**config.mk**
```make
export PLATFORM = sky130hd
export DESIGN_NAME = qspi_target_flat
export DESIGN_NICKNAME = d
export VERILOG_FILES = /design/src/rtl/qspi_target_if.sv /design/src/rtl/qspi_target.sv /design/src/flat_wrapper.sv
export SDC_FILE = /design/constraint.sdc
export NUM_CORES = 1
export LEC_CHECK = 0
export CORE_UTILIZATION = 59
export CTS_CLUSTER_SIZE = 16
export DETAILED_ROUTE_END_ITERATION = 6
export PLACE_DENSITY_LB_ADDON = 0.05
export SYNTH_ARGS = -nofsm -noshare
export SYNTH_HDL_FRONTEND = slang
export SYNTH_SLANG_ARGS = --single-unit
export TNS_END_PERCENT = 30
```
**constraint.sdc**
```tcl
create_clock -name clk_i -period 3.2 [get_ports clk_i]
set_clock_uncertainty 0.1 [all_clocks]
set_input_delay 0.48 -clock clk_i [delete_from_list [all_inputs] [get_ports clk_i]]
set_output_delay 0.48 -clock clk_i [all_outputs]
set_load 0.005 [all_outputs]
```
**src/rtl/qspi_target_if.sv**
```systemverilog
// Pin bundle between the QSPI host and the target, plus the target's byte-wide memory port.
// The slave modport is the target's view; the master modport is the host/memory side.
interface qspi_target_if #(
    parameter int AW = 24
);
    logic          sclk_i;
    logic          cs_i;
    logic [3:0]    sd_i;
    logic [3:0]    sd_o;
    logic [3:0]    sd_oe;
    logic          mem_req_o;
    logic          mem_we_o;
    logic [AW-1:0] mem_addr_o;
    logic [7:0]    mem_wdata_o;
    logic          mem_gnt_i;
    logic [7:0]    mem_rdata_i;
    logic          mem_rvalid_i;
    logic          busy_o;
    logic          err_o;

    modport slave (
        input  sclk_i, cs_i, sd_i, mem_gnt_i, mem_rdata_i, mem_rvalid_i,
        output sd_o, sd_oe, mem_req_o, mem_we_o, mem_addr_o, mem_wdata_o, busy_o, err_o
    );

    modport master (
        output sclk_i, cs_i, sd_i, mem_gnt_i, mem_rdata_i, mem_rvalid_i,
        input  sd_o, sd_oe, mem_req_o, mem_we_o, mem_addr_o, mem_wdata_o, busy_o, err_o
    );
endinterface

```
**src/rtl/qspi_target.sv**
```systemverilog
// QSPI device-side responder: oversamples host pins, decodes cmd/addr/dummy and streams
// bytes between the wire and a byte-wide memory port with auto-incrementing address.
//   state  | meaning
//   IDLE   | CS high, or waiting for an outstanding memory request to drain
//   CMD    | shifting in the 8-bit command on sd[0]
//   ADDR   | shifting in the 24-bit address on sd[0]
//   DUMMY  | quad-read turnaround cycles, first byte being fetched
//   RDATA  | shifting read bytes out on falling SCLK
//   WDATA  | assembling write bytes on rising SCLK
//   IGNORE | unsupported command, silent until CS high
module qspi_target #(
    parameter int AW    = 24,
    parameter int DUMMY = 8
) (
    input  logic         clk_i,
    input  logic         rst_i,
    qspi_target_if.slave bus
);
    typedef enum logic [2:0] {IDLE, CMD, ADDR, DUMMY_S, RDATA, WDATA, IGNORE} state_t;

    state_t        state;
    logic [1:0]    sclk_sync;
    logic [1:0]    cs_sync;
    logic [3:0]    sd_m;
    logic [3:0]    sd_s;
    logic          sclk_d;
    logic          rise;
    logic          fall;
    logic [7:0]    cmd_sh;
    logic [22:0]   addr_sh;
    logic [23:0]   full_addr;
    logic [7:0]    cnt;
    logic [2:0]    bcnt;
    logic          quad;
    logic [7:0]    shreg;
    logic [7:0]    pbuf;
    logic [6:0]    wsh;
    logic [7:0]    wbyte;
    logic [AW-1:0] cur_addr;
    logic          rd_wait;
    logic          pending;

    always_comb begin
        rise      = sclk_sync[1] & ~sclk_d;
        fall      = ~sclk_sync[1] & sclk_d;
        full_addr = {addr_sh, sd_s[0]};
        wbyte     = quad ? {wsh[3:0], sd_s} : {wsh, sd_s[0]};
        pending   = bus.mem_req_o | rd_wait;
    end

    always_ff @(posedge clk_i) begin
        if (rst_i) begin
            state           <= IDLE;
            sclk_sync       <= 2'b00;
            cs_sync         <= 2'b11;
            sd_m            <= 4'h0;
            sd_s            <= 4'h0;
            sclk_d          <= 1'b0;
            cmd_sh          <= 8'h00;
            addr_sh         <= 23'h0;
            cnt             <= 8'h00;
            bcnt            <= 3'd0;
            quad            <= 1'b0;
            shreg           <= 8'h00;
            pbuf            <= 8'h00;
            wsh             <= 7'h00;
            cur_addr        <= '0;
            rd_wait         <= 1'b0;
            bus.sd_o        <= 4'h0;
            bus.sd_oe       <= 4'h0;
            bus.mem_req_o   <= 1'b0;
            bus.mem_we_o    <= 1'b0;
            bus.mem_addr_o  <= '0;
            bus.mem_wdata_o <= 8'h00;
            bus.busy_o      <= 1'b0;
            bus.err_o       <= 1'b0;
        end else begin
            sclk_sync  <= {sclk_sync[0], bus.sclk_i};
            cs_sync    <= {cs_sync[0], bus.cs_i};
            sd_m       <= bus.sd_i;
            sd_s       <= sd_m;
            sclk_d     <= sclk_sync[1];
            bus.err_o  <= 1'b0;
            bus.busy_o <= ~cs_sync[1] && (state != IGNORE);

            if (bus.mem_req_o && bus.mem_gnt_i) begin
                bus.mem_req_o <= 1'b0;
                if (!bus.mem_we_o) rd_wait <= 1'b1;
            end
            // Read data landing after an abort (state back in IDLE) is dropped.
            if (rd_wait && bus.mem_rvalid_i) begin
                rd_wait <= 1'b0;
                if (state == DUMMY_S || state == RDATA) pbuf <= bus.mem_rdata_i;
            end

            if (cs_sync[1]) begin
                state     <= IDLE;
                bus.sd_o  <= 4'h0;
                bus.sd_oe <= 4'h0;
            end else begin
                case (state)
                    IDLE: begin
                        if (!pending) begin
                            state <= CMD;
                            cnt   <= 8'd7;
                        end
                    end
                    CMD: begin
                        if (rise) begin
                            cmd_sh <= {cmd_sh[6:0], sd_s[0]};
                            if (cnt == 8'd0) begin
                                state <= ADDR;
                                cnt   <= 8'd23;
                                case ({cmd_sh[6:0], sd_s[0]})
                                    8'h03, 8'h02: quad <= 1'b0;
                                    8'h6B, 8'h32: quad <= 1'b1;
                                    default: begin
                                        state      <= IGNORE;
                                        bus.err_o  <= 1'b1;
                                        bus.busy_o <= 1'b0;
                                    end
                                endcase
                            end else begin
                                cnt <= cnt - 1'b1;
                            end
                        end
                    end
                    ADDR: begin
                        if (rise) begin
                            addr_sh <= full_addr[22:0];
                            if (cnt == 8'd0) begin
                                cur_addr <= full_addr[AW-1:0];
                                bcnt     <= 3'd0;
                                case (cmd_sh)
                                    8'h03: begin
                                        state          <= RDATA;
                                        bus.mem_req_o  <= 1'b1;
                                        bus.mem_we_o   <= 1'b0;
                                        bus.mem_addr_o <= full_addr[AW-1:0];
                                    end
                                    8'h6B: begin
                                        state <= DUMMY_S;
                                        cnt   <= 8'(DUMMY - 1);
                                    end
                                    default: begin
                                        state <= WDATA;
                                        bcnt  <= quad ? 3'd1 : 3'd7;
                                    end
                                endcase
                            end else begin
                                cnt <= cnt - 1'b1;
                            end
                        end
                    end
                    DUMMY_S: begin
                        if (rise) begin
                            if (cnt == 8'(DUMMY - 1)) begin
                                bus.mem_req_o  <= 1'b1;
                                bus.mem_we_o   <= 1'b0;
                                bus.mem_addr_o <= cur_addr;
                            end
                            if (cnt == 8'd0) begin
                                state <= RDATA;
                                bcnt  <= 3'd0;
                            end else begin
                                cnt <= cnt - 1'b1;
                            end
                        end
                    end
                    RDATA: begin
                        if (fall) begin
                            bus.sd_oe <= quad ? 4'b1111 : 4'b0010;
                            if (bcnt == 3'd0) begin
                                // Byte boundary: consume the prefetched byte, fetch the next one.
                                cur_addr       <= cur_addr + 1'b1;
                                bus.mem_req_o  <= 1'b1;
                                bus.mem_we_o   <= 1'b0;
                                bus.mem_addr_o <= cur_addr + 1'b1;
                                if (quad) begin
                                    bus.sd_o <= pbuf[7:4];
                                    shreg    <= {pbuf[3:0], 4'h0};
                                    bcnt     <= 3'd1;
                                end else begin
                                    bus.sd_o <= {2'b00, pbuf[7], 1'b0};
                                    shreg    <= {pbuf[6:0], 1'b0};
                                    bcnt     <= 3'd7;
                                end
                            end else begin
                                bcnt <= bcnt - 1'b1;
                                if (quad) begin
                                    bus.sd_o <= shreg[7:4];
                                    shreg    <= {shreg[3:0], 4'h0};
                                end else begin
                                    bus.sd_o <= {2'b00, shreg[7], 1'b0};
                                    shreg    <= {shreg[6:0], 1'b0};
                                end
                            end
                        end
                    end
                    WDATA: begin
                        if (rise) begin
                            wsh <= wbyte[6:0];
                            if (bcnt == 3'd0) begin
                                bus.mem_req_o   <= 1'b1;
                                bus.mem_we_o    <= 1'b1;
                                bus.mem_addr_o  <= cur_addr;
                                bus.mem_wdata_o <= wbyte;
                                cur_addr        <= cur_addr + 1'b1;
                                bcnt            <= quad ? 3'd1 : 3'd7;
                            end else begin
                                bcnt <= bcnt - 1'b1;
                            end
                        end
                    end
                    default: ;
                endcase
            end
        end
    end
endmodule

```
**src/flat_wrapper.sv**
```systemverilog
// flat-port wrapper written by rule: the top's interface ports become plain ports
module qspi_target_flat 
#(
    parameter int AW    = 24,
    parameter int DUMMY = 8
)
  (clk_i, rst_i, bus_sclk_i, bus_cs_i, bus_sd_i, bus_mem_gnt_i, bus_mem_rdata_i, bus_mem_rvalid_i, bus_sd_o, bus_sd_oe, bus_mem_req_o, bus_mem_we_o, bus_mem_addr_o, bus_mem_wdata_o, bus_busy_o, bus_err_o);
  qspi_target_if #(.AW(AW)) bus_i ();
  input  logic clk_i;
  input  logic rst_i;
  input wire logic [$bits(bus_i.sclk_i)-1:0] bus_sclk_i;
  input wire logic [$bits(bus_i.cs_i)-1:0] bus_cs_i;
  input wire logic [$bits(bus_i.sd_i)-1:0] bus_sd_i;
  input wire logic [$bits(bus_i.mem_gnt_i)-1:0] bus_mem_gnt_i;
  input wire logic [$bits(bus_i.mem_rdata_i)-1:0] bus_mem_rdata_i;
  input wire logic [$bits(bus_i.mem_rvalid_i)-1:0] bus_mem_rvalid_i;
  output wire logic [$bits(bus_i.sd_o)-1:0] bus_sd_o;
  output wire logic [$bits(bus_i.sd_oe)-1:0] bus_sd_oe;
  output wire logic [$bits(bus_i.mem_req_o)-1:0] bus_mem_req_o;
  output wire logic [$bits(bus_i.mem_we_o)-1:0] bus_mem_we_o;
  output wire logic [$bits(bus_i.mem_addr_o)-1:0] bus_mem_addr_o;
  output wire logic [$bits(bus_i.mem_wdata_o)-1:0] bus_mem_wdata_o;
  output wire logic [$bits(bus_i.busy_o)-1:0] bus_busy_o;
  output wire logic [$bits(bus_i.err_o)-1:0] bus_err_o;
  assign bus_i.sclk_i = bus_sclk_i;
  assign bus_i.cs_i = bus_cs_i;
  assign bus_i.sd_i = bus_sd_i;
  assign bus_i.mem_gnt_i = bus_mem_gnt_i;
  assign bus_i.mem_rdata_i = bus_mem_rdata_i;
  assign bus_i.mem_rvalid_i = bus_mem_rvalid_i;
  assign bus_sd_o = bus_i.sd_o;
  assign bus_sd_oe = bus_i.sd_oe;
  assign bus_mem_req_o = bus_i.mem_req_o;
  assign bus_mem_we_o = bus_i.mem_we_o;
  assign bus_mem_addr_o = bus_i.mem_addr_o;
  assign bus_mem_wdata_o = bus_i.mem_wdata_o;
  assign bus_busy_o = bus_i.busy_o;
  assign bus_err_o = bus_i.err_o;
  qspi_target #(.AW(AW), .DUMMY(DUMMY)) u_core (.clk_i(clk_i), .rst_i(rst_i), .bus(bus_i));
endmodule
```
# ---- Word-level counts from Yosys, hierarchy flattened
# Index checks and enable logic that the tools add are counted.
dict set report word_totals {
  regBits 151
  inputBits 18
  out_inout_bits 44
  word_cells 178
}
dict set report op_classes {
  add_sub_neg 3
  n_eq_ne 28
  muxes 81
  bitwise 10
  n_reduce_logical 32
}
# operator n
set ops {}
lappend ops {{$mux 24} 14}
lappend ops {{$mux 8} 12}
lappend ops {{$pmux 24 s4} 1}
lappend ops {{$pmux 24 s3} 1}
lappend ops {{$mux 3} 17}
lappend ops {{$pmux 8 s4} 1}
lappend ops {{$mux 1} 25}
lappend ops {{$add 24x1->24 const B} 1}
lappend ops {{$eq 8x2->1 const B} 3}
lappend ops {{$pmux 3 s4} 2}
lappend ops {{$reduce_and 8->1} 3}
lappend ops {{$eq 8x7->1 const B} 2}
lappend ops {{$mux 4} 4}
lappend ops {{$ne 2x1->1 const B} 8}
lappend ops {{$ne 2x2->1 const B} 6}
lappend ops {{$reduce_and 3->1} 4}
lappend ops {{$reduce_and 11->1} 1}
lappend ops {{$reduce_or 2->1} 5}
lappend ops {{$eq 8x3->1 const B} 1}
lappend ops {{$eq 8x6->1 const B} 1}
lappend ops {{$logic_not 8->1} 1}
lappend ops {{$pmux 1 s4} 2}
lappend ops {{$reduce_bool 4->1} 2}
lappend ops {{$sub 8x1->8 const B} 1}
lappend ops {{21 further kinds} 36}

# ---- Depth between registers and ports, before layout
dict set report logic_depth {
  depth_word 7
  ltp_mapped 11
}

# ---- Least setup slack after synthesis
# No wires, ideal clock.
dict set report synth_timing {
  path_type {flip-flop to flip-flop}
  start {register u_core.cnt[3]}
  end {register u_core.bus.mem_addr_o[11]}
  setup_ns 0.088
  arrival_ns 2.068
  required_time_ns 3.012
  slack_ns 0.944
  stages_incl_launch_ff 10
  n_path_buf 3
  period_less_slack_ns 2.256
  cell_sequence {dfxtp_1 > or4_1 > buf_2 > nor4_4 > a211o_2 > and3_1 > buf_4 > buf_6 > nor2_1 > a311oi_2}
}
dict set report synth_between {
  elab_chain_cells 3
  word_cells_on_any_way 5
  classes_between {eq/ne: 3; reduce/logical: 2}
}
# element line
set synth_rtl {}
lappend synth_rtl {{start: declaration} qspi_target.sv:32} ;# logic [7:0] cnt;
lappend synth_rtl {{start signal: assignment} qspi_target.sv:124} ;# cnt <= cnt - 1'b1;
lappend synth_rtl {{start signal: assignment} qspi_target.sv:143} ;# cnt <= 8'(DUMMY - 1);
lappend synth_rtl {{start signal: assignment} qspi_target.sv:151} ;# cnt <= cnt - 1'b1;
lappend synth_rtl {{$eq 8x3->1 / $logic_not 8->1 (equally long branches)} {qspi_target.sv:157, qspi_target.sv:131}}
lappend synth_rtl {{$ne 2x2->1 (no source line) / $ne 2x1->1 (equally long branches)} -}
lappend synth_rtl {{$reduce_and 11->1 (no source line) (*)} -}
lappend synth_rtl {{end signal: assignment} qspi_target.sv:160} ;# bus.mem_addr_o <= cur_addr;
lappend synth_rtl {{end signal: assignment} qspi_target.sv:178} ;# bus.mem_addr_o <= cur_addr + 1'b1;
lappend synth_rtl {{end signal: assignment} qspi_target.sv:206} ;# bus.mem_addr_o <= cur_addr;
lappend synth_rtl {{end: declaration} qspi_target_if.sv:23} ;# output sd_o, sd_oe, mem_req_o, mem_we_o, mem_addr_o, mem_wdata_o, busy_o, err_o
# Mark *: on every way between the ends. The rest lies on a longest branch, timed or not.
# A chain may end at the register's enable or synchronous reset.

# ---- Worst setup path in the final report
dict set report layout_timing {
  start {register u_core.cnt[3]}
  end {register u_core.bus.mem_addr_o[6]}
}
# The elaborated chain is that of the path after synthesis.

==> results.sh <==
export IMPL_initial_core_util_pct=60.7
export IMPL_grt_setup_unrepaired="no"
export IMPL_finalMaxSlewViolations=0
export IMPL_die_h_um=116
export IMPL_gp_congestion=0.960
export IMPL_cpLargestDelayFamily="simple AND/OR/NAND/NOR gates"
export IMPL_vias=7685
export IMPL_tightest_slew_ns=1.05
export IMPL_wl_per_cell_um=18.6
export IMPL_clock_sinks=148
export IMPL_ant_nets=0
export IMPL_crit_slowest_cell="or4_1"
export IMPL_max_cap_viol_count=0
export IMPL_path_cells="or4_1, nor3_1, o221a_2, and3_1, buf_4, o211ai_1, a21oi_1"
export IMPL_dr_pass1_iters=6
export IMPL_drive_gt1_share_pct=9.24
export IMPL_htreeDepth=4
export IMPL_crit_type="flop to flop"
export IMPL_clk_latency_ns=0.43
export IMPL_synth_seq_cells=148
export IMPL_finalPower_w=0.00401
export IMPL_yosys_warnings=0
export IMPL_startpoint_type="flop"
export IMPL_die_area_um2=13500
export IMPL_io_buffers=61
export IMPL_slew_limit_headroom_pct=30.0
export IMPL_path_buf_inv=1
export IMPL_drt_iter0_markers=755
export IMPL_period_share_pct=86.1
export IMPL_via_per_inst=6.29
export IMPL_diodes=0
export IMPL_clock_root_buffer="clkbuf_16"
export IMPL_layout_common_cells="156 x nand2_1, 148 x dfxtp_1, 112 x nor2_1"
export IMPL_startpoint="u_core.cnt[3]"
export IMPL_multi_input_area_um2=4320
export IMPL_required_ns=3.46
export IMPL_swShare_pct=23.0
export IMPL_cp_slowest_stage_delay_ns=0.71
export IMPL_cts_repair_resized=0
export IMPL_setup_violations=0
export IMPL_postCtsHoldBufs=0
export IMPL_whs_ns=0.308
export IMPL_path_clk_slew_ns=0.06
export IMPL_syn_instance_count=1000
export IMPL_seqPwrFrac_pct=46.5
export IMPL_synth_flop_cell="dfxtp_1"
export IMPL_area_growth_syn_to_layout_pct=17.9
export IMPL_ys_seq_area_share_pct=38.7
export IMPL_grt_ovfl_total=0
export IMPL_arrival_ns=3.02
export IMPL_wl_um=22700
export IMPL_antenna_found_initial=0
export IMPL_outcome="completed"
export IMPL_p_comb_share_pct=3.3
export IMPL_drc_errors=0
export IMPL_rows=41
export IMPL_core_um2=12600
export IMPL_async_flop_share_pct=0
export IMPL_intPower_w=0.00309
export IMPL_path_max_fanout=31
export IMPL_nets=1063
export IMPL_grt_pass1_vias=7010
export IMPL_final_common_cell="nand2_1"
export IMPL_min_path_type="flop to flop"
export IMPL_leakage_nw=2.89
export IMPL_synth_edf_count=0
export IMPL_power_density_nw_per_um2=443
export IMPL_cts_buffers=17
export IMPL_synth_area_um2=7660
export IMPL_fmax_mhz=363
export IMPL_clockBufferDepth=2
export IMPL_ioPinCount=62
export IMPL_syn_area_per_cell_um2=7.66
export IMPL_min_from="u_core.cs_sync[0]"
export IMPL_post_cts_buffers=0
export IMPL_yosysUniqueCellTypes=75
export IMPL_nFillCells=1068
export IMPL_vdd_drop_max_mv=0.497
export IMPL_period_minus_slack_ns=2.76
export IMPL_cts_tree="yes"
export IMPL_fin_util_pct=71.6
export IMPL_chipWidth_um=116
export IMPL_fin_tns_setup_ns=0
export IMPL_grt_pass1_wl_um=35500
export IMPL_regArea_um2=2960
export IMPL_p_switching_w=0.000921
export IMPL_critPathCaptureType="flop"
export IMPL_synth_nets=1026
export IMPL_worstReg2RegStart="u_core.cnt[3]"
export IMPL_track_usage_pct=34.5
export IMPL_grt_start_max_net_pins=76
export IMPL_hold_violations=0
export IMPL_hpwl_um=15200
export IMPL_clkPwrFrac_pct=50.2
[final cells by class]
| cell class | instances | area share [%] |
|---|---|---|
| Timing Repair Buffer | 98 | 9.94 |
| Multi-Input combinational cell | 758 | 47.8 |
| Inverter | 14 | 0.581 |
| Tap cell | 172 | 2.38 |
| Clock inverter | 12 | 1.61 |
| Clock buffer | 20 | 4.94 |
| Sequential cell | 148 | 32.8 |
[per-stage QoR]
| stage | std cells | setup WS [ns] | instance area (um^2) |
|---|---|---|---|
| 6_report | 1222 | 0.444 | 9040 |
| 5_1_grt | 1222 | 0.282 | 9040 |
| 4_1_cts | 1222 | 0.503 | 9040 |
| 3_5_place_dp | 1190 | 0.505 | 8450 |
| 3_3_place_gp | 1190 | 0.606 | 8450 |
| 2_1_floorplan | 1000 | 0.944 | 7660 |
[power by group through the flow]
stage	Combinational, W	Sequential (W)	Clock, W
global placement	0.000130	0.00191	0
finish	0.000132	0.00186	0.00201
CTS	0.000130	0.00186	0.00203
detailed placement	0.000129	0.00191	0
floorplan	0.0000838	0.00190	0
global route	0.000142	0.00187	0.00210
[path summary, 6_finish.rpt]
path                            cells past startpoint                       end  slack [ns]
worst max-delay path                                7  u_core.bus.mem_addr_o[6]        0.44
worst min-delay path                                1         u_core.cs_sync[1]        0.31
worst max register to register                      7  u_core.bus.mem_addr_o[6]        0.44
worst min register to register                      1         u_core.cs_sync[1]        0.31
[routing by layer]
metal	share of wire (%)	routed length, um	track usage (%)
met3	9.1	2060	7.48
met1	43	9670	44.2
met4	3.3	741	16.4
met2	45	10200	55.4
met5	0	0	0
[cell usage after synthesis (4+ instances only)]
library cell,n,area share (%)
nand3_1,36,2.4
nor4_1,10,0.82
nor2_1,112,5.5
or3_1,6,0.49
nor3_1,33,2.2
buf_4,4,0.39
o31ai_1,8,0.78
a211oi_1,30,2.9
a31oi_1,4,0.33
mux2i_1,27,3.5
and3_1,4,0.33
a22oi_1,10,0.98
clkbuf_1,60,2.9
mux2_2,4,0.59
or2_2,9,0.73
o21ai_0,36,2.4
nand3b_1,4,0.39
nand2b_1,8,0.65
o22ai_1,10,0.82
a21oi_1,109,7.1
nor3b_1,7,0.69
nand4_1,8,0.65
inv_1,12,0.59
buf_2,7,0.46
and2_1,6,0.49
ha_1,8,1.3
a21o_1,5,0.49
o21a_1,7,0.69
o211ai_1,5,0.49
o32ai_1,12,1.4
nor2b_1,22,1.8
buf_1,7,0.34
nand2_1,156,7.6
dfxtp_1,148,39
[state kept, by name, indices dropped and copies added (netlist names), 7 cells and up]
name	flops
u_core.shreg	7
u_core.bus.mem_addr_o	24
u_core.addr_sh	23
u_core.cur_addr	24
u_core.bus.mem_wdata_o	8
u_core.wsh	7
u_core.cnt	8
u_core.pbuf	8
u_core.cmd_sh	8
[cells by family (layout without fill, tap and decap cells)]
logic type      after synthesis  in the layout  synth area share (%)
mux                          31             31                  4.11
compound gates              280            280                  23.9
buf+inv                      94            144                  5.11
fa+ha+maj                     8              8                  1.31
flops                       148            148                  38.7
xor+xnor                      4              4                 0.457
simple gates                435            435                  26.5
Power figures use the tool's default switching activity.
